===== config.mk =====
export PLATFORM = sky130hd
export DESIGN_NAME = cordic_iter_par_flat
export DESIGN_NICKNAME = d
export VERILOG_FILES = /design/src/rtl/cordic_pkg.sv /design/src/rtl/cordic_iter_par_if.sv /design/src/rtl/cordic_atan_rom.sv /design/src/rtl/cordic_iter_par.sv /design/src/flat_wrapper.sv
export SDC_FILE = /design/constraint.sdc
export NUM_CORES = 1
export LEC_CHECK = 0
export CAP_MARGIN = 40
export CORE_ASPECT_RATIO = 1.5
export CORE_UTILIZATION = 61
export CTS_CLUSTER_DIAMETER = 200
export CTS_CLUSTER_SIZE = 8
export DETAILED_ROUTE_END_ITERATION = 12
export PLACE_DENSITY = 0.82
export SLEW_MARGIN = 10
export SYNTH_ARGS = -nofsm -noshare
export SYNTH_HDL_FRONTEND = slang
export SYNTH_HIERARCHICAL = 1
export SYNTH_SLANG_ARGS = --single-unit

===== constraint.sdc =====
create_clock -name clk -period 5.7 [get_ports clk]
set_clock_uncertainty 0.15 [all_clocks]
set_input_delay 1.425 -clock clk [delete_from_list [all_inputs] [get_ports clk]]
set_output_delay 1.425 -clock clk [all_outputs]
set_load 0.02 [all_outputs]

===== src/rtl/cordic_pkg.sv =====
// Shared types and elaboration-time constants for the iterative CORDIC engine.
// Real-valued constants are quantised by the users to their own fractional width.
package cordic_pkg;

    typedef enum logic [1:0] {
        IDLE = 2'd0,
        PRE  = 2'd1,
        ITER = 2'd2,
        POST = 2'd3
    } state_t;

    localparam logic MODE_ROT = 1'b0;
    localparam logic MODE_VEC = 1'b1;

    localparam real K_REAL  = 0.6072529350088813;
    localparam real PI_REAL = 3.141592653589793;

    // Positive constants only; round to nearest at the requested fractional width.
    function automatic longint quantise(input real v, input int frac);
        real scaled;
        scaled = v * real'(longint'(1) << frac);
        return longint'($rtoi(scaled + 0.5));
    endfunction

    function automatic longint k_const(input int frac);
        return quantise(K_REAL, frac);
    endfunction

    function automatic longint half_pi_const(input int frac);
        return quantise(PI_REAL / 2.0, frac);
    endfunction

    function automatic longint pi_const(input int frac);
        return quantise(PI_REAL, frac);
    endfunction

    function automatic real atan_real(input int i);
        case (i)
            0:       return 0.7853981633974483;
            1:       return 0.4636476090008061;
            2:       return 0.24497866312686414;
            3:       return 0.12435499454676144;
            4:       return 0.06241880999595735;
            5:       return 0.031239833430268277;
            6:       return 0.015623728620476831;
            7:       return 0.007812341060101111;
            8:       return 0.0039062301319669718;
            9:       return 0.0019531225164788188;
            10:      return 0.0009765621895593195;
            11:      return 0.0004882812111948983;
            12:      return 0.00024414062014936177;
            13:      return 0.00012207031189367021;
            14:      return 0.00006103515617420877;
            default: return 1.0 / real'(longint'(1) << i);
        endcase
    endfunction

    function automatic longint atan_const(input int i, input int frac);
        return quantise(atan_real(i), frac);
    endfunction

endpackage


===== src/rtl/cordic_iter_par_if.sv =====
// Start/done handshake plus operand and result bus of the iterative CORDIC engine.
interface cordic_iter_par_if #(
    parameter int WIDTH = 16
);
    logic             start;
    logic             mode;
    logic [WIDTH-1:0] angle_in;
    logic [WIDTH-1:0] x_in;
    logic [WIDTH-1:0] y_in;
    logic             busy;
    logic             done;
    logic             err;
    logic [WIDTH-1:0] res_a;
    logic [WIDTH-1:0] res_b;

    modport master (
        output start, mode, angle_in, x_in, y_in,
        input  busy, done, err, res_a, res_b
    );

    modport slave (
        input  start, mode, angle_in, x_in, y_in,
        output busy, done, err, res_a, res_b
    );
endinterface


===== src/rtl/cordic_atan_rom.sv =====
// Combinational atan(2^-i) table in Q3 with GUARD extra fraction bits.
module cordic_atan_rom
    import cordic_pkg::*;
#(
    parameter int WIDTH = 16,
    parameter int ITERS = 14,
    parameter int GUARD = 2
) (
    input  logic [$clog2(ITERS)-1:0]     idx,
    output logic signed [WIDTH+GUARD-1:0] value
);
    localparam int AW   = WIDTH + GUARD;
    localparam int FRAC = WIDTH - 3 + GUARD;

    logic signed [AW-1:0] atan_tbl [ITERS];

    for (genvar j = 0; j < ITERS; j++) begin : g_tbl
        assign atan_tbl[j] = AW'(atan_const(j, FRAC));
    end

    assign value = (32'(idx) < ITERS) ? atan_tbl[idx] : '0;
endmodule


===== src/rtl/cordic_iter_par.sv =====
// Iterative CORDIC, one micro-rotation per clock, rotation (sin/cos) and vectoring (atan2/mag).
// Define CORDIC_QUAD_EXT_EN for full-circle quadrant folding; GUARD must be at least 1.
module cordic_iter_par
    import cordic_pkg::*;
#(
    parameter int WIDTH = 16,
    parameter int ITERS = 14,
    parameter int GUARD = 2
) (
    input logic              clk,
    input logic              rst_n,
    cordic_iter_par_if.slave bus
);
    localparam int IW    = WIDTH + GUARD + 1;
    localparam int AW    = WIDTH + GUARD;
    localparam int IDXW  = $clog2(ITERS);
    localparam int ZFRAC = WIDTH - 3 + GUARD;
    localparam int XFRAC = WIDTH - 2 + GUARD;

    localparam logic signed [IW-1:0] K_INIT    = IW'(k_const(XFRAC));
    localparam logic signed [IW-1:0] HALF_PI_Z = IW'(half_pi_const(ZFRAC));
`ifdef CORDIC_QUAD_EXT_EN
    localparam logic signed [IW-1:0] PI_Z      = IW'(pi_const(ZFRAC));
`endif
    localparam logic signed [IW:0] HALF_LSB = (IW+1)'(1) << (GUARD - 1);
    localparam logic signed [IW:0] OUT_MAX  = {{(GUARD+3){1'b0}}, {(WIDTH-1){1'b1}}};
    localparam logic signed [IW:0] OUT_MIN  = {{(GUARD+3){1'b1}}, {(WIDTH-1){1'b0}}};

    state_t state, next_state;

    logic                   mode_q;
    logic [WIDTH-1:0]       angle_q, xin_q, yin_q;
    logic signed [IW-1:0]   x_q, y_q, z_q;
    logic [IDXW-1:0]        iter_cnt;
    logic                   neg_q, err_pend_q, zero_q;
    logic                   done_q, err_q;
    logic [WIDTH-1:0]       res_a_q, res_b_q;

    logic signed [IW-1:0]   angle_z, xv, yv;
    logic signed [IW-1:0]   pre_x, pre_y, pre_z;
    logic                   pre_neg, pre_err, pre_zero;
    logic signed [IW-1:0]   x_sh, y_sh, atan_ext;
    logic signed [AW-1:0]   atan_val;
    logic                   dir_pos;

    function automatic logic signed [IW-1:0] ext(input logic [WIDTH-1:0] v);
        return {{(IW-WIDTH){v[WIDTH-1]}}, v};
    endfunction

    // Round half-up on the guard bits, then clamp to the signed output range.
    function automatic logic [WIDTH-1:0] to_out(input logic signed [IW-1:0] v);
        logic signed [IW:0] r;
        r = {v[IW-1], v} + HALF_LSB;
        r = r >>> GUARD;
        if (r > OUT_MAX)      return {1'b0, {(WIDTH-1){1'b1}}};
        else if (r < OUT_MIN) return {1'b1, {(WIDTH-1){1'b0}}};
        else                  return r[WIDTH-1:0];
    endfunction

    cordic_atan_rom #(.WIDTH(WIDTH), .ITERS(ITERS), .GUARD(GUARD)) u_rom (
        .idx   (iter_cnt),
        .value (atan_val)
    );

    always_ff @(posedge clk) begin
        if (!rst_n) state <= IDLE;
        else        state <= next_state;
    end

    always_comb begin
        next_state = state;
        case (state)
            IDLE:    if (bus.start) next_state = PRE;
            PRE:     next_state = ITER;
            ITER:    if (iter_cnt == IDXW'(ITERS - 1)) next_state = POST;
            POST:    next_state = IDLE;
            default: next_state = IDLE;
        endcase
    end

    // Vectoring operands are carried in Q3 so the An gain cannot overflow the datapath.
    assign angle_z = ext(angle_q) <<< GUARD;
    assign xv      = ext(xin_q) <<< (GUARD - 1);
    assign yv      = ext(yin_q) <<< (GUARD - 1);

    always_comb begin
        pre_x    = '0;
        pre_y    = '0;
        pre_z    = '0;
        pre_neg  = 1'b0;
        pre_err  = 1'b0;
        pre_zero = 1'b0;
        if (mode_q == MODE_ROT) begin
            pre_x = K_INIT;
            pre_z = angle_z;
`ifdef CORDIC_QUAD_EXT_EN
            if (angle_z > PI_Z || angle_z < -PI_Z) begin
                pre_err = 1'b1;
            end else if (angle_z > HALF_PI_Z) begin
                pre_z   = angle_z - PI_Z;
                pre_neg = 1'b1;
            end else if (angle_z < -HALF_PI_Z) begin
                pre_z   = angle_z + PI_Z;
                pre_neg = 1'b1;
            end
`else
            if (angle_z > HALF_PI_Z || angle_z < -HALF_PI_Z) pre_err = 1'b1;
`endif
        end else begin
            pre_x    = xv;
            pre_y    = yv;
            pre_zero = (xin_q == '0) && (yin_q == '0);
`ifdef CORDIC_QUAD_EXT_EN
            if (xv[IW-1]) begin
                pre_x = -xv;
                pre_y = -yv;
                pre_z = yv[IW-1] ? -PI_Z : PI_Z;
            end
`else
            if (xv[IW-1]) pre_err = 1'b1;
`endif
        end
    end

    assign x_sh     = x_q >>> iter_cnt;
    assign y_sh     = y_q >>> iter_cnt;
    assign atan_ext = {atan_val[AW-1], atan_val};
    assign dir_pos  = (mode_q == MODE_ROT) ? ~z_q[IW-1] : y_q[IW-1];

    always_ff @(posedge clk) begin
        if (!rst_n) begin
            mode_q     <= MODE_ROT;
            angle_q    <= '0;
            xin_q      <= '0;
            yin_q      <= '0;
            x_q        <= '0;
            y_q        <= '0;
            z_q        <= '0;
            iter_cnt   <= '0;
            neg_q      <= 1'b0;
            err_pend_q <= 1'b0;
            zero_q     <= 1'b0;
            done_q     <= 1'b0;
            err_q      <= 1'b0;
            res_a_q    <= '0;
            res_b_q    <= '0;
        end else begin
            done_q <= 1'b0;
            case (state)
                IDLE: begin
                    if (bus.start) begin
                        mode_q  <= bus.mode;
                        angle_q <= bus.angle_in;
                        xin_q   <= bus.x_in;
                        yin_q   <= bus.y_in;
                    end
                end
                PRE: begin
                    x_q        <= pre_x;
                    y_q        <= pre_y;
                    z_q        <= pre_z;
                    neg_q      <= pre_neg;
                    err_pend_q <= pre_err;
                    zero_q     <= pre_zero;
                    iter_cnt   <= '0;
                end
                ITER: begin
                    if (dir_pos) begin
                        x_q <= x_q - y_sh;
                        y_q <= y_q + x_sh;
                        z_q <= z_q - atan_ext;
                    end else begin
                        x_q <= x_q + y_sh;
                        y_q <= y_q - x_sh;
                        z_q <= z_q + atan_ext;
                    end
                    iter_cnt <= iter_cnt + 1'b1;
                end
                POST: begin
                    done_q <= 1'b1;
                    err_q  <= err_pend_q;
                    if (err_pend_q || zero_q) begin
                        res_a_q <= '0;
                        res_b_q <= '0;
                    end else if (mode_q == MODE_VEC) begin
                        res_a_q <= to_out(z_q);
                        res_b_q <= to_out(x_q);
                    end else if (neg_q) begin
                        res_a_q <= to_out(-y_q);
                        res_b_q <= to_out(-x_q);
                    end else begin
                        res_a_q <= to_out(y_q);
                        res_b_q <= to_out(x_q);
                    end
                end
                default: ;
            endcase
        end
    end

    assign bus.busy  = (state != IDLE);
    assign bus.done  = done_q;
    assign bus.err   = err_q;
    assign bus.res_a = res_a_q;
    assign bus.res_b = res_b_q;
endmodule


===== src/flat_wrapper.sv =====
// flat-port wrapper written by rule: the top's interface ports become plain ports
module cordic_iter_par_flat import cordic_pkg::*;
#(
    parameter int WIDTH = 16,
    parameter int ITERS = 14,
    parameter int GUARD = 2
)
  (clk, rst_n, bus_start, bus_mode, bus_angle_in, bus_x_in, bus_y_in, bus_busy, bus_done, bus_err, bus_res_a, bus_res_b);
  cordic_iter_par_if #(.WIDTH(WIDTH)) bus_i ();
  input logic clk;
  input logic rst_n;
  input wire logic [$bits(bus_i.start)-1:0] bus_start;
  input wire logic [$bits(bus_i.mode)-1:0] bus_mode;
  input wire logic [$bits(bus_i.angle_in)-1:0] bus_angle_in;
  input wire logic [$bits(bus_i.x_in)-1:0] bus_x_in;
  input wire logic [$bits(bus_i.y_in)-1:0] bus_y_in;
  output wire logic [$bits(bus_i.busy)-1:0] bus_busy;
  output wire logic [$bits(bus_i.done)-1:0] bus_done;
  output wire logic [$bits(bus_i.err)-1:0] bus_err;
  output wire logic [$bits(bus_i.res_a)-1:0] bus_res_a;
  output wire logic [$bits(bus_i.res_b)-1:0] bus_res_b;
  assign bus_i.start = bus_start;
  assign bus_i.mode = bus_mode;
  assign bus_i.angle_in = bus_angle_in;
  assign bus_i.x_in = bus_x_in;
  assign bus_i.y_in = bus_y_in;
  assign bus_busy = bus_i.busy;
  assign bus_done = bus_i.done;
  assign bus_err = bus_i.err;
  assign bus_res_a = bus_i.res_a;
  assign bus_res_b = bus_i.res_b;
  cordic_iter_par #(.WIDTH(WIDTH), .ITERS(ITERS), .GUARD(GUARD)) u_core (.clk(clk), .rst_n(rst_n), .bus(bus_i));
endmodule

==> impl_metrics.toml, run 1 <==
[cts]
cts.sinks = 148
path_clk_slew_ns = 0.07
htreeDepth = 4
cts_buffers = 17
clock_latency_ns = 0.45
cts_tree = "yes"
clock-root-buffer = "clkbuf_16"
clockBufferDepth = 2

[place]
dp_cells = 1965
port_buffers = 86
post-place-ws_ns = 0.276
dp_hpwl_um = 32300
place.gp.congestion = 1.06

[worst_hold_path]
hold_class = "reg -> reg"

[timing]
tightest_slew_ns = 0.885
final.min_clock_period_ns = 5.42
setup_viol = 0
fin_setup_tns_ns = 0
fin_ws_ns = 0.285
final.period_utilization = 0.950
timing.hold.ws_ns = 0.322
grt_setup_unrepaired = "false"
slew_viol_final = 0
hold_viol_final = 0
clock.fmax_mhz = 185
slew_headroom = 0.410

[setup_path]
worstPathCellList = "buf_12 -> mux4_2 -> mux2i_1 -> mux2i_1 -> inv_1 -> ha_1 -> nor2_1 -> xnor2_1 -> ha_1 -> o21ai_0 -> a21boi_0 -> o31a_1 -> o21ai_0 -> nand2b_1 -> xnor2_1 -> a21o_1 -> a21oi_1"
end_kind = "flop"
worstReg2RegEnd = "u_core/x_q[9]$_SDFFE_PN0P_"
crit_fanout = 50
rr_worst_depth = 17
rrSetupSlack_ns = 0.28
worstSetupPathType = "reg -> reg"
cpMaxStageDelayCell = "xnor2_1"
crit_required_ns = 5.85
slowest_delay_ns = 0.63
cp-start-kind = "flop"
crit_start = "u_core/iter_cnt[1]$_SDFFE_PN0P_"
arrival_ns = 5.57
r2r-start = "u_core/iter_cnt[1]$_SDFFE_PN0P_"
cp-endpoint = "u_core/x_q[9]$_SDFFE_PN0P_"

[layout]
stdcell_count = 1998
fin_nets = 1847
num_antenna_cells = 0
area_delta_synth_final_pct = 13.7
drive_gt1_frac = 0.0908

[drt]
drt-initial-drc-count = 1580
remaining_drc_errors = 0
ant_nets = 0
first_pass_iters = 7
post_drt_wl_per_cell_um = 22.7
drt_wl_total_um = 45400
via_count = 13500
viasPerCell = 6.77

[outcome]
status = "finished, final reports clean"

[yosys]
synth_edf_count = 0
yosysSeqAreaShare = 0.228
yosysWarnings = 6
syn-instance-count = 1678
synth.distinct_cells = 84
async_flop_share = 0
synth_seq_cells = 148
yosysTopAreaCellShare = 0.228
syn_area_mm2 = 0.0130
synth_area_leaders = "dfxtp_1 23%, ha_1 7.2%, mux4_2 6.1%"
syn_avg_cell_area_um2 = 7.75
yosysTopAreaCell = "dfxtp_1"
synth_flop_cell = "dfxtp_1"

[global_route]
grt-ovfl-total = 0
grt_max_degree = 63
grt_pass1_wl_um = 70200
grt.total_usage = 0.421
antenna_found_initial = 2
grt_pass1_vias = 13300

[pwr]
vdd_drop_max_mv = 0.435
power_density_mw_per_mm2 = 543
leakage_nw = 5.61
p_total_mw = 8.03

[die]
pin_count = 87
fp.dieArea_mm2 = 0.0219
start_util = 0.620
fp.coreArea_mm2 = 0.0210
die_x_um = 121
num_rows = 65
fp.dieH_um = 181

[run]
maxCapViolations = 0
## report_power, final
part	total (mW)	switching [mW]	internal, mW
Clock	1.19	0.528	0.660
Sequential	1.68	0.437	1.25
Combinational	5.15	3.08	2.08
## registers in the layout (all words and copies together), names as in the netlist
name / cells
u_core/x_q: 19
u_core/y_q: 19
u_core/z_q: 19
u_core/angle_q: 16
u_core/bus.res_a: 16
u_core/bus.res_b: 16
u_core/xin_q: 16
u_core/yin_q: 16
u_core/iter_cnt: 4
u_core/state: 2
u_core/bus.done: 1
u_core/bus.err: 1
u_core/err_pend_q: 1
u_core/mode_q: 1
u_core/zero_q: 1
## layer usage
metal  routed length, um  track usage  up-vias
met4                4390        0.362        4
li1                    -            -     6174
met1               15200        0.419     6321
met3                4030        0.121      275
met2               21800        0.709      748
met5                  26            0        -
## cell families after synthesis
family	count (synthesis)	synth area share
AO/OA/AOI/OAI	477	0.235
XOR/XNOR	131	0.0882
adder cells (fa/ha/maj)	78	0.0768
buffers and inverters	168	0.0542
flip-flops	148	0.228
multiplexers	84	0.102
other	1	0.000288
AND/OR/NAND/NOR	591	0.216
## Yosys cell counts (all sizes together) (8+ instances only)
master	number
nor3	40
a222oi	12
nor2	164
a32oi	18
xor2	53
and2	14
o2bb2ai	15
buf	45
o211ai	8
a22oi	15
nand3	41
inv	39
nand2	197
mux2	12
nand2b	17
nand4	14
a21oi	156
xnor2	78
clkbuf	83
nor2b	22
nor4	13
a211oi	24
a31oi	13
or3	11
o21a	27
o31ai	10
ha	75
mux4	37
nand3b	10
and3	19
o21ai	102
dfxtp	148
mux2i	35
a21o	19
## through the flow
step                instance area (um^2)   util
detailed placement                 14200  0.675
global route                       14800  0.705
floorplan                          13000      -
CTS                                14800  0.704
finish                             14800  0.705
global placement                   14100  0.672
## critical path: cells and delay by family, from the launching register on
family | cells | cell delay (ns)
AO/OA/AOI/OAI | 6 | 1.09
XOR/XNOR | 2 | 1.08
adder cells (fa/ha/maj) | 2 | 0.57
buffers and inverters | 2 | 0.49
flip-flops | 1 | 0.49
multiplexers | 3 | 1.18
AND/OR/NAND/NOR | 2 | 0.17
## timing repair
action                                  in CTS  in global routing
setup buffers                                0                  1
endpoints found under the setup margin       0                  5
hold buffers                                 0                  0
resized for setup                            0                  2
## worst min path at each step
stage / from / endpoint / slack, ns / depth (start not counted)
5_1_grt: u_core/xin_q[2]$_SDFFE_PN0P_ / u_core/xin_q[2]$_SDFFE_PN0P_ / 0.35 / 2
3_5_place_dp: u_core/bus.res_b[0]$_SDFFE_PN0P_ / u_core/bus.res_b[0]$_SDFFE_PN0P_ / 0.30 / 2
4_1_cts: u_core/bus.res_b[0]$_SDFFE_PN0P_ / u_core/bus.res_b[0]$_SDFFE_PN0P_ / 0.32 / 2
6_report: u_core/bus.res_b[0]$_SDFFE_PN0P_ / u_core/bus.res_b[0]$_SDFFE_PN0P_ / 0.32 / 2
3_3_place_gp: u_core/xin_q[14]$_SDFFE_PN0P_ / u_core/xin_q[14]$_SDFFE_PN0P_ / 0.30 / 2
2_1_floorplan: u_core/xin_q[14]$_SDFFE_PN0P_ / u_core/xin_q[14]$_SDFFE_PN0P_ / 0.29 / 2
## cell type report
| type | instances | area (um^2) |
|---|---|---|
| Clock buffer | 18 | 429 |
| Fill cell | 1695 | 6200 |
| Tap cell | 268 | 335 |
| Timing Repair Buffer | 146 | 1370 |
| Multi-Input combinational cell | 1364 | 9360 |
| Clock inverter | 14 | 169 |
| Sequential cell | 148 | 2970 |
| Inverter | 40 | 151 |
## placed cells by master, fill, tap and decap left out, types with 6 or more instances in the layout
| cell type | Yosys | layout |
|---|---|---|
| a31oi_1 | 13 | 13 |
| a22oi_1 | 15 | 15 |
| clkbuf_16 | 0 | 17 |
| o31ai_1 | 10 | 10 |
| a221oi_1 | 7 | 7 |
| mux4_2 | 35 | 35 |
| or3_1 | 11 | 11 |
| a21boi_0 | 6 | 6 |
| nand2b_1 | 17 | 17 |
| nand2_1 | 197 | 197 |
| and4_1 | 6 | 6 |
| a32oi_1 | 18 | 18 |
| o21a_1 | 27 | 27 |
| a21o_1 | 19 | 19 |
| xnor2_1 | 78 | 78 |
| inv_1 | 38 | 38 |
| mux2i_1 | 35 | 35 |
| nor4_1 | 13 | 13 |
| nor2_1 | 163 | 163 |
| ha_1 | 75 | 74 |
| clkdlybuf4s50_1 | 0 | 86 |
| dfxtp_1 | 148 | 144 |
| nor2b_1 | 22 | 22 |
| nand3b_1 | 10 | 10 |
| a211oi_1 | 24 | 24 |
| o211ai_1 | 8 | 8 |
| mux2_2 | 11 | 11 |
| a21oi_1 | 156 | 156 |
| and3_1 | 19 | 19 |
| o21ai_0 | 100 | 100 |
| nor3_1 | 40 | 39 |
| nand4_1 | 14 | 14 |
| a222oi_1 | 12 | 12 |
| o2bb2ai_1 | 14 | 14 |
| xor2_1 | 53 | 53 |
| buf_4 | 10 | 54 |
| and2_1 | 13 | 13 |
| nand3_1 | 41 | 41 |
Power figures use the tool's default switching activity.
==> inputs of run 2 (changes only) <==
- CORE_ASPECT_RATIO: 1.5 -> 2
==> run 2 against run 1 <==
Net effect: count of clock-buffer cells in the layout did not move; sequential power is essentially flat; setup slack improved by 0.046 ns; flip-flop and latch count did not move; global-route usage grew 1.4 points; via count decreased by 0.35%.
==> impl_metrics.toml, run 2 (synthesis results as in run 1) <==
[outcome]
status = "finished, final reports clean"

[cts]
cts.sinks = 148
cts_tree = "yes"
htreeDepth = 4
postCtsHoldBufs = 0
clock_latency_ns = 0.45
cts_setup_buffers = 0
clockBufferDepth = 2
path_clk_slew_ns = 0.07
cts_buffers = 17
clock-root-buffer = "clkbuf_16"

[setup_path]
rr_worst_depth = 18
r2r-start = "u_core/iter_cnt[0]$_SDFFE_PN0P_"
worstSetupPathType = "reg -> reg"
arrival_ns = 5.57
rrSetupSlack_ns = 0.33
cp-start-kind = "flop"
crit_required_ns = 5.90
worstReg2RegEnd = "u_core/z_q[18]$_SDFFE_PN0P_"
crit_fanout = 11
end_kind = "flop"

[worst_hold_path]
hp-start = "u_core/xin_q[14]$_SDFFE_PN0P_"
hold_class = "reg -> reg"
min_to = "u_core/xin_q[14]$_SDFFE_PN0P_"
hold_path_depth = 2

[pwr]
leakage_nw = 5.64
vdd_drop_max_mv = 0.474
power_density_mw_per_mm2 = 547

[timing]
slew_headroom = 0.364
setup_viol = 0
clock.fmax_mhz = 186
tightest_slew_ns = 0.953
slew_viol_final = 0
grt_setup_unrepaired = "false"
hold_viol_final = 0
fin_setup_tns_ns = 0
final.min_clock_period_ns = 5.37
final.period_utilization = 0.942

[global_route]
grt_max_degree = 62
grt-ovfl-total = 0
grt_pass1_wl_um = 72500
antenna_found_initial = 1
grt_pass1_vias = 13600
grt.total_usage = 0.435

[die]
fp.dieArea_mm2 = 0.0219
fp.coreArea_mm2 = 0.0209
start_util = 0.621
die_x_um = 105
fp.dieH_um = 208
pin_count = 87
num_rows = 75

[place]
dp_hpwl_um = 34300
port_buffers = 86
place.gp.congestion = 1.06
dp_cells = 1975

[layout]
num_antenna_cells = 0
largestRegisters = "u_core/x_q: 19 flops, u_core/y_q: 19 flops, u_core/z_q: 19 flops"
area_delta_synth_final_pct = 14.3
drive_gt1_frac = 0.0950
final_common_cell = "nand2_1"
fin_nets = 1855
stdcell_count = 2005
utilization = 0.710
mostFrequentLayoutCells = "197 x nand2_1, 163 x nor2_1, 156 x a21oi_1, 144 x dfxtp_1, 100 x o21ai_0"

[drt]
ant_nets = 0
first_pass_iters = 7
viasPerCell = 6.72
via_count = 13500
drt-initial-drc-count = 1167
post_drt_wl_per_cell_um = 23.3
drt_wl_total_um = 46700
remaining_drc_errors = 0

[run]
maxCapViolations = 0
run 2: cell count changes in the layout (fill, tap and decap cells not counted), sizes merged:
cell	delta
inv	-2
buf	+8
run 2: how the worst max path moves through the flow:
| stage | depth (start not counted) | slack (ns) | startpoint | end |
|---|---|---|---|---|
| finish | 18 | 0.33 | u_core/iter_cnt[0]$_SDFFE_PN0P_ | u_core/z_q[18]$_SDFFE_PN0P_ |
| global route | 18 | 0.02 | u_core/iter_cnt[0]$_SDFFE_PN0P_ | u_core/z_q[18]$_SDFFE_PN0P_ |
| CTS | 18 | 0.27 | u_core/iter_cnt[1]$_SDFFE_PN0P_ | u_core/z_q[18]$_SDFFE_PN0P_ |
| detailed placement | 18 | 0.31 | u_core/iter_cnt[1]$_SDFFE_PN0P_ | u_core/z_q[18]$_SDFFE_PN0P_ |
| global placement | 19 | 0.47 | u_core/iter_cnt[1]$_SDFFE_PN0P_ | u_core/y_q[16]$_SDFFE_PN0P_ |
| floorplan | 22 | 0.70 | u_core/iter_cnt[0]$_SDFFE_PN0P_ | u_core/x_q[18]$_SDFFE_PN0P_ |
run 2: final cells by class:
class | instances | area [um^2]
tap | 269 | 337
clock inverter | 12 | 149
sequential | 148 | 2970
inverter | 40 | 151
fill | 1713 | 6070
clock buffer | 18 | 439
timing repair buffer | 154 | 1450
multi-input combinational | 1364 | 9360
run 2: routing by layer:
layer  part of all wire  GRT usage  routed length, um
met3              0.073      0.106               3390
met4               0.12      0.452               5560
met1               0.31      0.394              14600
met2               0.50      0.755              23100
met5            0.00028          0                 13
run 2: power breakdown:
group	internal (mW)	total [mW]	switching, mW
logic	2.14	5.29	3.16
clock network	0.661	1.16	0.496
registers	1.25	1.68	0.436
run 2: what timing repair did:
action | 4_1_cts | 5_1_grt
endpoints found under the hold margin | 0 | 0
gates resized for setup | 0 | 1
setup endpoints to repair | 0 | 2
run 2: critical path: stages, from the launching register on:
cell and delay, ns:
dfxtp_2 0.49, inv_1 0.13, ha_1 0.30, nand3b_1 0.17
o21ai_0 0.17, or4_1 0.61, or3_1 0.35, nor4_1 0.25
nor2b_1 0.27, nand3b_1 0.14, o31ai_1 0.26, xor2_1 0.22
ha_1 0.32, a21o_1 0.19, a21oi_1 0.21, a311oi_1 0.09
or3_1 0.39, a311o_1 0.37, and4_1 0.18
run 2: metrics by stage:
| stage | total power, mW | worst slack, ns | instance area, um^2 | hold slack [ns] |
|---|---|---|---|---|
| 6_report | 8.13 | 0.331 | 14900 | 0.307 |
| 5_1_grt | 8.61 | 0.0250 | 14900 | 0.329 |
| 3_3_place_gp | 6.63 | 0.468 | 14200 | 0.299 |
| 4_1_cts | 7.92 | 0.265 | 14900 | 0.311 |
| 3_5_place_dp | 6.73 | 0.312 | 14300 | 0.301 |
| 2_1_floorplan | 5.17 | 0.699 | 13000 | 0.287 |
==> inputs of run 3 (changes only) <==
- CTS_BUF_LIST: default -> sky130_fd_sc_hd__clkbuf_16
- PLACE_DENSITY: 0.82 -> 0.88
==> run 3 against run 2 <==
Net effect: hold slack improved by 0.011 ns; largest cell class unchanged; die area unchanged; sequential power is essentially flat; via count up 0.33%; total power up 1.6%; combinational power hardly changed; largest power group unchanged; non-clock buffer count is 9 lower; first-iteration DRC count rose by 6.3%; register-to-register slack better by 0.09 ns; setup slack better by 0.089 ns; utilization shrank 0.072 points.
==> impl_metrics.toml, run 3 (synthesis results as in run 1) <==
[outcome]
status = "finished, final reports clean"

[drt]
drt_wl_total_um = 47000
via_count = 13500
first_pass_iters = 6
remaining_drc_errors = 0
ant_nets = 0
post_drt_wl_per_cell_um = 23.5
drt-initial-drc-count = 1241
viasPerCell = 6.77

[global_route]
grt-ovfl-total = 0
grt_pass1_vias = 13700
grt.total_usage = 0.435
antenna_found_initial = 0
grt_max_degree = 119
grt_pass1_wl_um = 72500

[layout]
final_common_cell = "nand2_1"
fillers = 1677
area_delta_synth_final_pct = 14.2
drive_gt1_frac = 0.0914
mostFrequentLayoutCells = "197 x nand2_1, 163 x nor2_1, 156 x a21oi_1, 144 x dfxtp_1, 100 x o21ai_0"
num_antenna_cells = 0
fin_nets = 1846
largestRegisters = "u_core/x_q: 19 flops, u_core/y_q: 19 flops, u_core/z_q: 19 flops"

[setup_path]
slowest_delay_ns = 0.62
cp-start-kind = "flop"
end_kind = "flop"
cpMaxStageDelayCell = "or4_1"
crit_required_ns = 5.91
arrival_ns = 5.49
worstSetupPathType = "reg -> reg"
worstPathCellList = "inv_1 -> ha_1 -> nand3b_1 -> o21ai_0 -> or4_1 -> or3_1 -> nor4_1 -> nor2b_1 -> nand3b_1 -> o31ai_1 -> xor2_1 -> ha_1 -> a21o_1 -> a21oi_1 -> a311oi_1 -> or3_1 -> a311o_1 -> and4_1"
crit_fanout = 11

[place]
dp_hpwl_um = 34500
port_buffers = 86
post-place-ws_ns = 0.332
place.gp.congestion = 1.05

[die]
start_util = 0.621
pin_count = 87
num_rows = 75
die_x_um = 105
fp.dieH_um = 208
fp.dieArea_mm2 = 0.0219
fp.coreArea_mm2 = 0.0209

[cts]
cts_buffers = 17
postCtsHoldBufs = 0
cts_setup_buffers = 0
htreeDepth = 4
cts_resized = 0
clockBufferDepth = 2
cts_tree = "yes"
clock_latency_ns = 0.46
cts.sinks = 148
path_clk_slew_ns = 0.07
clock-root-buffer = "clkbuf_16"

[timing]
final.min_clock_period_ns = 5.28
setup_viol = 0
final.period_utilization = 0.926
slew_headroom = 0.400
clock.fmax_mhz = 189
fin_ws_ns = 0.420
grt_setup_unrepaired = "false"
slew_viol_final = 0
fin_setup_tns_ns = 0
hold_viol_final = 0
tightest_slew_ns = 0.900

[worst_hold_path]
hold_class = "reg -> reg"

[pwr]
vdd_drop_max_mv = 0.503
power_density_mw_per_mm2 = 557
leakage_nw = 5.63

[run]
maxCapViolations = 0
-- run 3: cell count changes in the layout (fill, tap and decap cells not counted), moves of 2 or more --
cell / delta
buf_4: -9
bufinv_16: +2
clkinvlp_4: -2
inv_6: +3
-- run 3: critical path: cells and delay by family (launching register included) --
kind                       cells  cell delay [ns]
adders and majority gates      2             0.62
buffers and inverters          1             0.12
AOI/OAI and AO/OA              6             1.26
xor gates and xnor gates       1             0.22
and+or+nand+nor                8             2.38
DFF                            1             0.45
-- run 3: metrics by stage --
| step | total power, mW | instance area [um^2] | hold slack (ns) | instances | util |
|---|---|---|---|---|---|
| finish | 8.26 | 14800 | 0.318 | 1998 | 0.709 |
| global placement | 6.63 | 14100 | 0.294 | 1960 | 0.676 |
| global route | 8.73 | 14800 | 0.350 | 1998 | 0.709 |
| floorplan | 5.17 | 13000 | 0.287 | 1680 | - |
| CTS | 8.04 | 14800 | 0.317 | 1997 | 0.709 |
| detailed placement | 6.74 | 14200 | 0.301 | 1965 | 0.678 |
-- run 3: path summary, 6_finish.rpt --
kind / startpoint / to / slack, ns / cells after the start
hold reg to reg: u_core/bus.res_b[0]$_SDFFE_PN0P_ / u_core/bus.res_b[0]$_SDFFE_PN0P_ / 0.32 / 2
setup / recovery: u_core/iter_cnt[0]$_SDFFE_PN0P_ / u_core/z_q[18]$_SDFFE_PN0P_ / 0.42 / 18
setup reg to reg: u_core/iter_cnt[0]$_SDFFE_PN0P_ / u_core/z_q[18]$_SDFFE_PN0P_ / 0.42 / 18
hold / removal: u_core/bus.res_b[0]$_SDFFE_PN0P_ / u_core/bus.res_b[0]$_SDFFE_PN0P_ / 0.32 / 2
-- run 3: report_power, final --
part	total [mW]	internal [mW]	leakage (nW)	switching, mW
clock	1.26	0.745	0.315	0.518
sequential	1.69	1.25	1.21	0.439
combinational	5.31	2.11	4.10	3.21
-- run 3: per-layer routing --
| layer | GRT usage | vias to the layer above | wire length, um |
|---|---|---|---|
| met5 | 0 | - | 0 |
| li1 | - | 6175 | - |
| met1 | 0.395 | 6272 | 14400 |
| met3 | 0.0959 | 313 | 3500 |
| met4 | 0.461 | 0 | 5630 |
| met2 | 0.758 | 759 | 23500 |
-- run 3: final cells by class --
type | instances | area (um^2) | share of cell area
timing repair buffer | 145 | 1380 | 0.0929
inverter | 40 | 151 | 0.0102
sequential | 148 | 2970 | 0.200
clock inverter | 15 | 215 | 0.0145
clock buffer | 17 | 425 | 0.0287
multi-input combinational | 1364 | 9370 | 0.631
tap | 269 | 337 | 0.0227
